`config.mk`:
```
export PLATFORM = sky130hd
export DESIGN_NAME = alu_issue_ctrl
export DESIGN_NICKNAME = d
export VERILOG_FILES = /design/src/rtl/alu_issue_ctrl.sv
export SDC_FILE = /design/constraint.sdc
export NUM_CORES = 1
export LEC_CHECK = 0
export CAP_MARGIN = 20
export CELL_PAD_IN_SITES_DETAIL_PLACEMENT = 0
export CELL_PAD_IN_SITES_GLOBAL_PLACEMENT = 1
export CORE_ASPECT_RATIO = 0.7
export CORE_UTILIZATION = 41
export CTS_BUF_LIST = sky130_fd_sc_hd__clkbuf_16
export CTS_CLUSTER_DIAMETER = 50
export DETAILED_ROUTE_END_ITERATION = 7
export PLACE_DENSITY_LB_ADDON = 0.08
export SYNTH_ARGS = -nofsm -noshare
export SYNTH_HDL_FRONTEND = slang
export SYNTH_SLANG_ARGS = --single-unit
```
`constraint.sdc`:
```
create_clock -name clk -period 2.4 [get_ports clk]
set_input_delay 0.36 -clock clk [delete_from_list [all_inputs] [get_ports clk]]
set_output_delay 0.36 -clock clk [all_outputs]
set_load 0.01 [all_outputs]
```
`src/rtl/alu_issue_ctrl.sv`:
```
// Issue/writeback sequencer for a combinational 4-bit ALU.
// Holds a 4 x 4-bit register file and the C/V flags. It registers the ALU
// operand/opcode inputs for one execute cycle, then captures the ALU result.
module alu_issue_ctrl #(
    parameter int          NREG   = 4,
    parameter logic [3:0]  NOP_OP = 4'b0011
) (
    input  logic        clk,
    input  logic        rst,
    input  logic        in_valid,
    output logic        in_ready,
    input  logic        in_ld,
    input  logic [3:0]  in_op,
    input  logic [1:0]  in_rd,
    input  logic [1:0]  in_ra,
    input  logic [1:0]  in_rb,
    input  logic [3:0]  in_imm,
    output logic [3:0]  alu_a,
    output logic [3:0]  alu_b,
    output logic [3:0]  alu_opcode,
    output logic        alu_cin,
    input  logic [3:0]  alu_sum,
    input  logic        alu_cout,
    input  logic        alu_of,
    output logic        out_valid,
    output logic [1:0]  out_rd,
    output logic [3:0]  out_data,
    output logic        c_flag,
    output logic        v_flag
);

    typedef enum logic {IDLE = 1'b0, EXEC = 1'b1} state_t;

    // Opcodes the ALU actually implements; anything else is treated as a NOP.
    function automatic logic op_is_valid(input logic [3:0] op);
        case (op)
            4'b1000, 4'b1010, 4'b1001, 4'b0000, 4'b0001,
            4'b0010, 4'b0100, 4'b0101, 4'b1111: op_is_valid = 1'b1;
            default:                            op_is_valid = 1'b0;
        endcase
    endfunction

    // Only the arithmetic opcodes (add, sub, add-with-carry) touch the flags.
    function automatic logic op_sets_flags(input logic [3:0] op);
        case (op)
            4'b1000, 4'b1010, 4'b1001: op_sets_flags = 1'b1;
            default:                   op_sets_flags = 1'b0;
        endcase
    endfunction

    state_t      state_q, state_d;
    logic [3:0]  regs_q [NREG];
    logic [3:0]  regs_d [NREG];
    logic        c_q, c_d, v_q, v_d;
    logic [1:0]  rd_q, rd_d;
    logic [3:0]  alu_a_q, alu_a_d, alu_b_q, alu_b_d, alu_op_q, alu_op_d;
    logic        alu_cin_q, alu_cin_d;
    logic        out_valid_q, out_valid_d;
    logic [1:0]  out_rd_q, out_rd_d;
    logic [3:0]  out_data_q, out_data_d;
    logic        accept_s;

    assign in_ready   = (state_q == IDLE) && !rst;
    assign accept_s   = in_valid && in_ready;

    assign alu_a      = alu_a_q;
    assign alu_b      = alu_b_q;
    assign alu_opcode = alu_op_q;
    assign alu_cin    = alu_cin_q;
    assign out_valid  = out_valid_q;
    assign out_rd     = out_rd_q;
    assign out_data   = out_data_q;
    assign c_flag     = c_q;
    assign v_flag     = v_q;

    // Next-state: accept/issue in IDLE, ALU writeback and port release in EXEC.
    always_comb begin
        state_d     = state_q;
        regs_d      = regs_q;
        c_d         = c_q;
        v_d         = v_q;
        rd_d        = rd_q;
        alu_a_d     = alu_a_q;
        alu_b_d     = alu_b_q;
        alu_op_d    = alu_op_q;
        alu_cin_d   = alu_cin_q;
        out_valid_d = 1'b0;
        out_rd_d    = out_rd_q;
        out_data_d  = out_data_q;
        case (state_q)
            IDLE: begin
                if (accept_s) begin
                    if (in_ld) begin
                        regs_d[in_rd] = in_imm;
                        out_valid_d   = 1'b1;
                        out_rd_d      = in_rd;
                        out_data_d    = in_imm;
                    end else begin
                        alu_a_d   = regs_q[in_ra];
                        alu_b_d   = regs_q[in_rb];
                        alu_op_d  = in_op;
                        alu_cin_d = c_q;
                        rd_d      = in_rd;
                        state_d   = EXEC;
                    end
                end else begin
                    state_d = IDLE;
                end
            end
            EXEC: begin
                if (op_is_valid(alu_op_q)) begin
                    regs_d[rd_q] = alu_sum;
                    out_valid_d  = 1'b1;
                    out_rd_d     = rd_q;
                    out_data_d   = alu_sum;
                    if (op_sets_flags(alu_op_q)) begin
                        c_d = alu_cout;
                        v_d = alu_of;
                    end else begin
                        c_d = c_q;
                        v_d = v_q;
                    end
                end else begin
                    out_valid_d = 1'b0;
                end
                alu_a_d   = 4'd0;
                alu_b_d   = 4'd0;
                alu_op_d  = NOP_OP;
                alu_cin_d = 1'b0;
                state_d   = IDLE;
            end
            default: begin
                state_d = IDLE;
            end
        endcase
    end

    // State register with synchronous reset; reset discards any op in EXEC.
    always_ff @(posedge clk) begin
        if (rst) begin
            state_q     <= IDLE;
            for (int i = 0; i < NREG; i++) begin
                regs_q[i] <= 4'd0;
            end
            c_q         <= 1'b0;
            v_q         <= 1'b0;
            rd_q        <= 2'd0;
            alu_a_q     <= 4'd0;
            alu_b_q     <= 4'd0;
            alu_op_q    <= NOP_OP;
            alu_cin_q   <= 1'b0;
            out_valid_q <= 1'b0;
            out_rd_q    <= 2'd0;
            out_data_q  <= 4'd0;
        end else begin
            state_q     <= state_d;
            regs_q      <= regs_d;
            c_q         <= c_d;
            v_q         <= v_d;
            rd_q        <= rd_d;
            alu_a_q     <= alu_a_d;
            alu_b_q     <= alu_b_d;
            alu_op_q    <= alu_op_d;
            alu_cin_q   <= alu_cin_d;
            out_valid_q <= out_valid_d;
            out_rd_q    <= out_rd_d;
            out_data_q  <= out_data_d;
        end
    end

endmodule
```
==> summary.txt, run 1 <==
Setup path
  • Ordered list of cells on the worst path: clkdlybuf4s50_1 -> nor2_1 -> clkdlybuf4s50_1
  • R2R depth: 4
  • Required time of the critical path: 2.04 ns
  • Capture point of the worst reg-to-reg path: regs_q[4]
  • Crit-path max FO: 7
  • Worst-path cell with the longest stage delay: clkdlybuf4s50_1
  • Register-to-register path setup slack: 0.53 ns
  • Worst reg2reg path startpoint: state_q
  • Category of the worst setup path capture point: primary output
  • CP startpoint kind: input pin
  • Largest stage delay on the critical path: 0.58 ns
  • Data arrival time of the critical path: 1.72 ns
  • Cell repeated most along the worst path: clkdlybuf4s50_1
  • Setup Crit Path Kind: input pin to primary output

Layout
  • Number of non-filler instances in the completed layout: 334
  • Number of antenna cells inserted: 0
  • Most used cells in the layout excluding fill and tap cells: clkdlybuf4s50_1 (46), dfxtp_1 (42), nor2_1 (26), a211oi_1 (22), nand2_1 (19)
  • Layout cells sized above 1: 12.8%
  • Net total in the final layout: 288
  • Most common cell after layout, fill and taps aside: clkdlybuf4s50_1
  • Util after Layout: 56.9%
  • Layout overhead on the synthesized area: 30.7%

Yosys
  • Proportion of synthesized chip area in sequential cells: 39.5%
  • Unique cell type count in the Yosys netlist: 37
  • Fraction of registers with async set or reset after synthesis: 0%
  • Compound-Gate Fraction of Synth Area: 19.9%
  • Mapped cell area: 2130 um^2
  • Synth Area per Inst: 9.55 um^2
  • Leading register cell type out of synthesis: dfxtp_1
  • Gate count after technology mapping: 223
  • Number of synthesized register bits: 42
  • Mapped Nets: 247
  • Count of flip-flops with a built-in enable after synthesis: 0
  • Parity-gate share of the synthesized area counting xor and xnor cells: 0%
  • Count of warnings emitted by yosys: 0
  • Portion of netlist area occupied by mux cells: 13.7%
  • Area share of and/or/nand/nor cells after synthesis: 21.8%
  • Synth Area in Adders: 0%
  • Main combinational cell family by area after synthesis: simple AND/OR/NAND/NOR gates

Placement
  • Worst-case setup slack after placement: 0.279 ns
  • IO buf count: 46
  • Number of placed instances with taps included: 326
  • Placer's final routability congestion estimate: 0.842
  • Half-perimeter wire length of the detailed placement result: 3850 um

Route
  • Post-route ant nets: 0
  • Drc violations: 0
  • Total vias in the final route: 1832
  • Via-to-Cell Ratio: 5.49
  • 1st-pass router iterations: 4
  • Routed wirelength normalized by instance count: 15.7 um
  • Initial detailed-routing violation count: 131
  • Final Routed Wirelength: 5240 um

Floorplanning
  • Area of the die: 5490 um^2
  • Floorplan die height: 62.3 um
  • I/O pins: 47
  • Die width: 88.1 um
  • Starting Density: 43.6%
  • Core box area: 4890 um^2
  • Row count: 21

Power
  • Leakage power summed over all cells: 0.909 nW
  • Post-layout power: 1.72 mW
  • Maximum vdd ir drop: 361 uV
  • Power per unit of standard cell area: 620 nW/um^2

STA
  • Final worst path period need: 2.08 ns
  • Worst-case clock skew: 0.00309 ns
  • Setup repair after global routing missed its margin: false
  • Worst Tran Pin Value: 0.510 ns
  • Max-Slew Margin vs Limit: 66.0%
  • Max Fclk: 480 MHz
  • Minimum setup slack in the final design: 0.315 ns
  • Number of hold violations in the final report: 0
  • Total Neg Setup Slack: 0 ns
  • Max-slew violations: 0
  • Final period util: 86.9%
  • Final setup violation count: 0

Clocking
  • Post-cts resize count: 0
  • Clock tree from TritonCTS: built
  • Quantity of hold-fixing buffers added after cts: 0
  • Clock root buffer master: clkbuf_16
  • Largest buffer count on any clock path: 2
  • Number of H-tree levels: 2
  • Setup bufs post-CTS: 0
  • Worst-Skew Late Latency: 0.28 ns
  • Clock slew at reported path FFs: 0.06 ns
  • Clock Sinks: 42
  • Number of CTS-inserted buffers: 5

Global routing
  • GRT Total Usage: 21.5%
  • Wire length of the first global-routing pass: 9030 um
  • Total congestion overflow: 0
  • Vias in the first global route: 1789
  • Number of antenna violations at the first check in global routing: 0
  • Largest net degree at the start of global routing: 32

Min path
  • Class of the tightest hold or removal check: flop to flop
  • Hold-critical path depth: 2
  • Endpoint of the worst hold path: alu_cin
  • Hold_sp: c_flag

Outcome
  • Status: finished, final reports clean

Run
  • Number of violations of the max-capacitance limit: 0
## sequential cells by signal, summed over array words and instances, names as in the netlist, named ones only
| name | flops |
|---|---|
| alu_a | 4 |
| out_rd | 2 |
| state_q | 1 |
| alu_b | 4 |
| out_data | 4 |
| c_flag | 1 |
| alu_opcode | 4 |
| regs_q | 16 |
| out_valid | 1 |
| v_flag | 1 |
| alu_cin | 1 |
| rd_q | 2 |
## worst max-delay path by stage
stage | slack [ns] | start | cells after the start | end
2_1_floorplan | 1.0 | in_rd[1] | 5 | regs_q[10]
3_3_place_gp | 0.31 | in_ld | 5 | flop
3_5_place_dp | 0.28 | rst | 5 | regs_q[4]
4_1_cts | 0.31 | rst | 3 | in_ready
5_1_grt | 0.22 | state_q | 4 | regs_q[13]
6_report | 0.32 | rst | 3 | in_ready
## where the power goes
part	total (mW)	internal (mW)	switching, mW
sequential	0.739	0.720	0.0185
combinational	0.220	0.115	0.105
clock	0.766	0.487	0.279
total	1.72	1.32	0.402
## layer usage
layer / share of wire, % / track usage (%) / wire length, um
met1: 54 / 34.2 / 2840
met2: 38 / 29.2 / 2020
met3: 6.5 / 4.39 / 341
met4: 0.84 / 4.84 / 44
met5: 0 / 0 / 0
## through the flow
step	hold WS, ns	area, um^2
2_1_floorplan	0.484	2130
3_3_place_gp	0.454	2620
3_5_place_dp	0.468	2620
4_1_cts	0.476	2780
5_1_grt	0.500	2780
6_report	0.473	2780
## cell type report
cell class              instances  area (um^2)
flip-flops and latches         42          841
clock inverters                 3         41.3
inverters                       3         11.3
fillers                       461         2100
multi-input cells             161         1180
repair buffers                 51          498
well taps                      69         86.3
clock buffers                   5          125
## cell families (layout without fill, tap and decap cells)
kind of cell,count (synthesis),count (layout)
compound gates,60,60
simple gates,82,82
buf+inv,20,62
flops,42,42
mux,19,19
## critical path, delay by kind of cell
kind / cells / cell delay [ns]
buffers and inverters: 2 / 1.10
and+or+nand+nor: 1 / 0.26
## synthesized netlist by cell type, types with 3 or more instances
cell type	instances	share of area, %
a211oi_1	22	7.8
a21oi_1	12	2.8
a22oi_1	5	1.8
buf_2	3	0.70
buf_4	3	1.1
clkbuf_1	6	1.1
clkbuf_2	3	0.70
dfxtp_1	42	39
mux2i_1	9	4.2
mux4_2	8	8.5
nand2_1	19	3.3
nand2b_1	8	2.4
nand3b_1	13	4.6
nor2_1	26	4.6
o22ai_1	13	3.8
or2_2	4	1.2
Power figures use the tool's default switching activity.
==> run 2: changes to the inputs <==
--- a/config.mk
+++ b/config.mk
@@ -5,7 +5,7 @@
 export SDC_FILE = /design/constraint.sdc
 export NUM_CORES = 1
 export LEC_CHECK = 0
-export CAP_MARGIN = 20
+export CAP_MARGIN = 15
 export CELL_PAD_IN_SITES_DETAIL_PLACEMENT = 0
 export CELL_PAD_IN_SITES_GLOBAL_PLACEMENT = 1
 export CORE_ASPECT_RATIO = 0.7
@@ -13,7 +13,7 @@
 export CTS_BUF_LIST = sky130_fd_sc_hd__clkbuf_16
 export CTS_CLUSTER_DIAMETER = 50
 export DETAILED_ROUTE_END_ITERATION = 7
-export PLACE_DENSITY_LB_ADDON = 0.08
+export PLACE_DENSITY_LB_ADDON = 0.1
 export SYNTH_ARGS = -nofsm -noshare
 export SYNTH_HDL_FRONTEND = slang
 export SYNTH_SLANG_ARGS = --single-unit
==> summary.txt, run 2 (synthesis gave the netlist of run 1 again) <==
STA
  • Total Neg Setup Slack: 0 ns
  • Final period util: 86.0%
  • Worst-case clock skew: 0.00205 ns
  • Max Fclk: 484 MHz
  • Minimum setup slack in the final design: 0.336 ns
  • Setup repair after global routing missed its margin: false
  • Max-Slew Margin vs Limit: 70.8%
  • Worst Tran Pin Value: 0.437 ns
  • Max-slew violations: 0
  • Final setup violation count: 0
  • Final worst path period need: 2.06 ns
  • Number of hold violations in the final report: 0

Global routing
  • Largest net degree at the start of global routing: 31
  • Number of antenna violations at the first check in global routing: 0
  • Total congestion overflow: 0
  • Wire length of the first global-routing pass: 8850 um
  • GRT Total Usage: 21.4%
  • Vias in the first global route: 1711

Floorplanning
  • Row count: 21
  • Starting Density: 43.6%
  • I/O pins: 47
  • Die width: 88.1 um
  • Floorplan die height: 62.3 um
  • Core box area: 4890 um^2
  • Area of the die: 5490 um^2

Route
  • Routed wirelength normalized by instance count: 15.6 um
  • Total vias in the final route: 1825
  • Final Routed Wirelength: 5240 um
  • Initial detailed-routing violation count: 91
  • Post-route ant nets: 0
  • Via-to-Cell Ratio: 5.43
  • Drc violations: 0
  • 1st-pass router iterations: 4

Placement
  • Half-perimeter wire length of the detailed placement result: 3800 um
  • Number of placed instances with taps included: 328
  • Placer's final routability congestion estimate: 0.799
  • Worst-case setup slack after placement: 0.288 ns
  • IO buf count: 46

Min path
  • Class of the tightest hold or removal check: flop to flop
  • Hold-critical path depth: 2

Setup path
  • Largest stage delay on the critical path: 0.58 ns
  • Data arrival time of the critical path: 1.70 ns
  • Worst-path cell with the longest stage delay: clkdlybuf4s50_1
  • R2R depth: 4
  • CP startpoint kind: input pin
  • Required time of the critical path: 2.04 ns
  • Crit-path max FO: 7
  • Ordered list of cells on the worst path: clkdlybuf4s50_1 -> nor2_1 -> clkdlybuf4s50_1
  • Category of the worst setup path capture point: primary output
  • Setup Crit Path Kind: input pin to primary output
  • Cell repeated most along the worst path: clkdlybuf4s50_1

Layout
  • Number of non-filler instances in the completed layout: 336
  • Most common cell after layout, fill and taps aside: clkdlybuf4s50_1
  • Most used cells in the layout excluding fill and tap cells: clkdlybuf4s50_1 (46), dfxtp_1 (42), nor2_1 (26), a211oi_1 (22), nand2_1 (19)
  • Register with the most flip-flops: regs_q
  • Fill cell count: 442
  • Net total in the final layout: 290
  • Area occupied by multi-input gates: 1180 um^2
  • Layout overhead on the synthesized area: 30.4%
  • Layout cells sized above 1: 13.9%
  • Max reg flops: 16
  • Number of antenna cells inserted: 0
  • Sequential cell area: 841 um^2

Power
  • Power per unit of standard cell area: 589 nW/um^2
  • Maximum vdd ir drop: 332 uV
  • Leakage power summed over all cells: 0.908 nW

Clocking
  • Clock tree from TritonCTS: built
  • Setup bufs post-CTS: 0
  • Clock Sinks: 42
  • Clock slew at reported path FFs: 0.06 ns
  • Clock root buffer master: clkbuf_16
  • Number of CTS-inserted buffers: 5
  • Number of H-tree levels: 2
  • Quantity of hold-fixing buffers added after cts: 0
  • Largest buffer count on any clock path: 2
  • Worst-Skew Late Latency: 0.29 ns
  • Post-cts resize count: 0

Outcome
  • Status: finished, final reports clean

Run
  • Number of violations of the max-capacitance limit: 0
-- run 2: layout make-up --
| cell class | count | area share (%) |
|---|---|---|
| sequential | 42 | 30.3 |
| timing repair buffer | 53 | 18.5 |
| inverter | 3 | 0.405 |
| multi-input combinational | 161 | 42.5 |
| clock inverter | 3 | 0.766 |
| clock buffer | 5 | 4.50 |
| tap | 69 | 3.11 |
-- run 2: final timing paths --
check	slack (ns)	startpoint	end
setup / recovery	0.34	rst	in_ready
hold / removal	0.47	c_flag	alu_cin
setup reg to reg	0.59	state_q	regs_q[1]
hold reg to reg	0.47	c_flag	alu_cin
-- run 2: power by group --
part	switching, mW	leakage (nW)	internal, mW
Sequential	0.0181	0.341	0.720
Combinational	0.105	0.497	0.117
Clock	0.291	0.0698	0.385
-- run 2: worst max-delay path, delay by kind of cell --
kind / cells / cell delay [ns]
buf+inv: 2 / 1.10
simple gates: 1 / 0.25
-- run 2: layer usage --
metal  wire length, um  track usage [%]
met1              2860             33.9
met2              2020             27.9
met3               302             6.12
met4                64             5.44
met5                 0                0
-- run 2: metrics by stage --
step / hold WS [ns] / util, % / area (um^2) / power [mW]
after floorplan: 0.484 / - / 2130 / 0.874
after global placement: 0.456 / 53.8 / 2630 / 0.975
after detailed placement: 0.463 / 53.8 / 2630 / 0.974
after CTS: 0.471 / 56.8 / 2780 / 1.65
after global routing: 0.493 / 56.8 / 2780 / 1.70
final: 0.469 / 56.8 / 2780 / 1.64
==> run 3: changes to the inputs <==
--- a/config.mk
+++ b/config.mk
@@ -13,7 +13,8 @@
 export CTS_BUF_LIST = sky130_fd_sc_hd__clkbuf_16
 export CTS_CLUSTER_DIAMETER = 50
 export DETAILED_ROUTE_END_ITERATION = 7
-export PLACE_DENSITY_LB_ADDON = 0.1
+export PLACE_DENSITY = 0.95
+export SKIP_LAST_GASP = 1
 export SYNTH_ARGS = -nofsm -noshare
 export SYNTH_HDL_FRONTEND = slang
 export SYNTH_SLANG_ARGS = --single-unit
==> summary.txt, run 3 (synthesis gave the netlist of run 1 again) <==
Power
  • Total net switching power: 0.403 mW
  • Switching Fraction: 23.3%
  • Post-layout power: 1.73 mW
  • Maximum vdd ir drop: 268 uV
  • Pint: 1.33 mW
  • Clock share of power: 44.6%
  • Power per unit of standard cell area: 619 nW/um^2
  • Power share of the sequential group: 42.5%
  • Comb pwr share: 12.9%
  • Leakage power summed over all cells: 0.922 nW

STA
  • Final period util: 88.1%
  • Max-Slew Margin vs Limit: 73.7%
  • Worst Tran Pin Value: 0.395 ns
  • Number of hold violations in the final report: 0
  • Max Fclk: 473 MHz
  • Max-slew violations: 0
  • Minimum setup slack in the final design: 0.285 ns
  • Final worst path period need: 2.11 ns
  • Total Neg Setup Slack: 0 ns
  • Final setup violation count: 0
  • Setup repair after global routing missed its margin: false
  • Worst-case clock skew: 0.00556 ns

Setup path
  • Category of the worst setup path capture point: primary output
  • Setup Crit Path Kind: input pin to primary output
  • Top delay family on crit path: buffers and inverters
  • Largest stage delay on the critical path: 0.59 ns
  • CP startpoint kind: input pin
  • Data arrival time of the critical path: 1.75 ns
  • Bufs and invs on worst path: 2
  • Worst reg2reg path startpoint: state_q
  • Cell repeated most along the worst path: clkdlybuf4s50_1
  • Capture point of the worst reg-to-reg path: regs_q[15]
  • Required time of the critical path: 2.04 ns
  • Startpoint of the most critical setup path: rst
  • Register-to-register path setup slack: 0.71 ns
  • Worst-path cell with the longest stage delay: clkdlybuf4s50_1
  • Crit-path max FO: 7
  • CP Depth: 3
  • Ordered list of cells on the worst path: clkdlybuf4s50_1 -> nor2_1 -> clkdlybuf4s50_1
  • Endpoint of the worst setup timing path: in_ready
  • R2R depth: 5

Global routing
  • Vias in the first global route: 1688
  • Largest net degree at the start of global routing: 26
  • Number of antenna violations at the first check in global routing: 0
  • Total congestion overflow: 0
  • Wire length of the first global-routing pass: 8290 um
  • GRT Total Usage: 19.6%

Placement
  • Placer's final routability congestion estimate: 0.851
  • Number of placed instances with taps included: 328
  • IO buf count: 46
  • Worst-case setup slack after placement: 0.280 ns
  • Half-perimeter wire length of the detailed placement result: 3820 um

Outcome
  • Status: finished, final reports clean

Layout
  • Number of antenna cells inserted: 0
  • Layout cells sized above 1: 13.9%
  • Fill cell count: 437
  • Util after Layout: 57.3%
  • Most common cell after layout, fill and taps aside: clkdlybuf4s50_1
  • Number of non-filler instances in the completed layout: 336
  • Most used cells in the layout excluding fill and tap cells: clkdlybuf4s50_1 (46), dfxtp_1 (42), nor2_1 (26), a211oi_1 (22), nand2_1 (19)
  • Max reg flops: 16
  • Register with the most flip-flops: regs_q
  • Net total in the final layout: 290
  • Sequential cell area: 841 um^2
  • Area occupied by multi-input gates: 1180 um^2
  • Layout overhead on the synthesized area: 31.5%

Min path
  • Class of the tightest hold or removal check: flop to flop

Floorplanning
  • Row count: 21
  • I/O pins: 47
  • Core box area: 4890 um^2
  • Area of the die: 5490 um^2
  • Floorplan die height: 62.3 um
  • Starting Density: 43.6%
  • Die width: 88.1 um

Route
  • 1st-pass router iterations: 4
  • Via-to-Cell Ratio: 5.55
  • Initial detailed-routing violation count: 122
  • Post-route ant nets: 0
  • Total vias in the final route: 1866
  • Drc violations: 0
  • Routed wirelength normalized by instance count: 15.1 um
  • Final Routed Wirelength: 5060 um

Clocking
  • Setup bufs post-CTS: 0
  • Number of H-tree levels: 2
  • Quantity of hold-fixing buffers added after cts: 0
  • Clock tree from TritonCTS: built
  • Number of CTS-inserted buffers: 5
  • Clock slew at reported path FFs: 0.06 ns
  • Post-cts resize count: 0
  • Largest buffer count on any clock path: 2
  • Clock Sinks: 42
  • Worst-Skew Late Latency: 0.28 ns
  • Clock root buffer master: clkbuf_16

Run
  • Number of violations of the max-capacitance limit: 0
==> run 3: cell count changes in the layout (fill, tap and decap cells not counted) <==
cell	before	now
inv_6	0	1
bufinv_16	0	1
clkinv_4	1	0
clkinvlp_4	1	0
==> run 3: power by group through the flow <==
stage / clock network, mW / logic (mW) / registers (mW)
floorplan: 0 / 0.122 / 0.751
global placement: 0 / 0.219 / 0.751
detailed placement: 0 / 0.222 / 0.752
CTS: 0.789 / 0.223 / 0.737
global route: 0.821 / 0.242 / 0.740
finish: 0.772 / 0.223 / 0.737
==> run 3: metrics by stage <==
| step | area, um^2 | hold WS (ns) |
|---|---|---|
| 2_1_floorplan | 2130 | 0.484 |
| 3_3_place_gp | 2630 | 0.461 |
| 3_5_place_dp | 2630 | 0.468 |
| 4_1_cts | 2800 | 0.476 |
| 5_1_grt | 2800 | 0.512 |
| 6_report | 2800 | 0.476 |
==> run 3: layout make-up <==
class | instances | share of cell area, %
inverters | 3 | 0.402
clock buffers | 5 | 4.47
flip-flops and latches | 42 | 30.0
repair buffers | 53 | 18.3
multi-input cells | 161 | 42.1
clock inverters | 3 | 1.56
well taps | 69 | 3.08
==> run 3: how the worst min path moves through the flow <==
| stage | to | depth (start not counted) | slack (ns) | startpoint |
|---|---|---|---|---|
| after floorplan | regs_q[4] | 2 | 0.48 | regs_q[4] |
| after global placement | alu_cin | 2 | 0.46 | c_flag |
| after detailed placement | alu_cin | 2 | 0.47 | c_flag |
| after CTS | alu_cin | 2 | 0.48 | c_flag |
| after global routing | alu_b[2] | 2 | 0.51 | alu_b[2] |
| final | alu_cin | 2 | 0.48 | c_flag |
==> run 3: worst min-delay path, delay by kind of cell (launching register included) <==
family          cells  cell delay, ns
flops               1            0.32
simple gates        1            0.06
compound gates      1            0.05
==> run 3: metal layers <==
layer	global-route usage (%)	routed length, um
met2	28.9	2200
met4	4.84	30
met5	0	0
met3	4.65	364
met1	28.8	2470
==> RTL edit (config.mk and constraints of run 3) <==
Reset style: asynchronous (`rst`), changed in one clocked block. Comments in the files are not updated.
--- a/src/rtl/alu_issue_ctrl.sv
+++ b/src/rtl/alu_issue_ctrl.sv
@@ -136,7 +136,7 @@
     end
 
     // State register with synchronous reset; reset discards any op in EXEC.
-    always_ff @(posedge clk) begin
+    always_ff @(posedge clk or posedge rst) begin
         if (rst) begin
             state_q     <= IDLE;
             for (int i = 0; i < NREG; i++) begin
Function: differs if rst is asserted again (counterexample within 4 cycles, from zero or initial values and one cycle with rst high); with rst held inactive, the same outputs for 4 cycles.
==> RTL edit against run 3 <==
  * Synthesized cell count decreased by 19%
  * Count of clock-buffer cells in the layout is the same
  * Design area rose by 5.3%
  * Sequential cell count fell by 1
  * Hold slack improved by 0.027 ns
  * Wire length decreased by 1.5%
  * Setup slack improved by 0.23 ns
  * Area after synthesis up 4.0%
  * Sequential share of layout area rose by 4.9 points
  * Highest routed layer unchanged
Power is not compared: it rests on default switching activity, and its combinational part moved more than twofold at a synthesized area within 25%.
==> RTL edit: results <==
export IMPL_outcome="completed"
export IMPL_synthTopCellsByCount="dfrtp_1 (39), mux2_2 (17), nand2_1 (17), o21ai_0 (14)"
export IMPL_synth_compound_area_frac=0.136
export IMPL_r2r_end="regs_q[14]"
export IMPL_grt_pass1_wl_microns=8320
export IMPL_nonClkBufAreaFrac=0.183
export IMPL_multi_input_area_share=0.382
export IMPL_ys_types=31
export IMPL_post_dp_cell_area_sq_um=2790
export IMPL_vias_per_cell=5.45
export IMPL_r2r_slack_ns=0.51
export IMPL_fin_skew_ns=0.00220
export IMPL_inverters=2
export IMPL_synthCells=181
export IMPL_post_place_ws_ns=0.265
export IMPL_synth_mux_area_frac=0.229
export IMPL_tightest_slew_ns=0.571
export IMPL_drive_gt1_frac=0.241
export IMPL_coreArea_sq_um=4990
export IMPL_slowest_stage="dfrtp_1"
export IMPL_vias=1641
export IMPL_dp_cells=294
export IMPL_routedWlPerCell_microns=16.6
export IMPL_register_area_sq_um=1030
export IMPL_yosysSeqAreaShare=0.464
export IMPL_postSynth_asyncResetShare=1.00
export IMPL_worstPathArrival_ns=2.05
export IMPL_clockNetworkAreaShare=0.0543
export IMPL_dp_hpwl_microns=3640
export IMPL_multiInputGateArea_sq_um=1130
export IMPL_initialDrtViolationCount=94
export IMPL_fin_hold_ws_ns=0.503
export IMPL_final_nets=256
export IMPL_ys_ff_latch=41
export IMPL_whs_endpoint="v_flag"
export IMPL_crit_family="simple AND/OR/NAND/NOR gates"
export IMPL_synthTopCellsByArea="dfrtp_1 (44%), mux2_2 (8.6%), mux4_2 (8.1%)"
-- RTL edit: cell types whose count changed after synthesis, moves of 5 or more --
cell	delta
mux2_2	+15
mux2i_1	-9
a32o_1	+12
a21oi_1	-9
dfrtp_1	+39
a22o_1	+8
a211oi_1	-21
o21ai_0	+14
dfxtp_1	-42
mux2_4	+9
nor2_1	-16
a22oi_1	-5
nand3b_1	-13
o22ai_1	-13
-- RTL edit: worst max-delay path by stage --
stage | from | endpoint | slack (ns) | cells past startpoint
2_1_floorplan | alu_opcode[0] | regs_q[10] | 0.69 | 4
3_3_place_gp | rst | out_data[0] | 0.30 | 6
3_5_place_dp | rst | out_data[3] | 0.27 | 6
4_1_cts | state_q | regs_q[14] | 0.52 | 5
5_1_grt | state_q | regs_q[15] | 0.44 | 5
6_report | state_q | regs_q[14] | 0.51 | 5
-- RTL edit: layer usage --
layer	routed length [microns]	up-vias	GRT usage
met5	0	-	0
met4	76	0	0.0738
met3	234	7	0.0447
met2	2180	54	0.279
met1	2500	795	0.278
li1	-	785	-
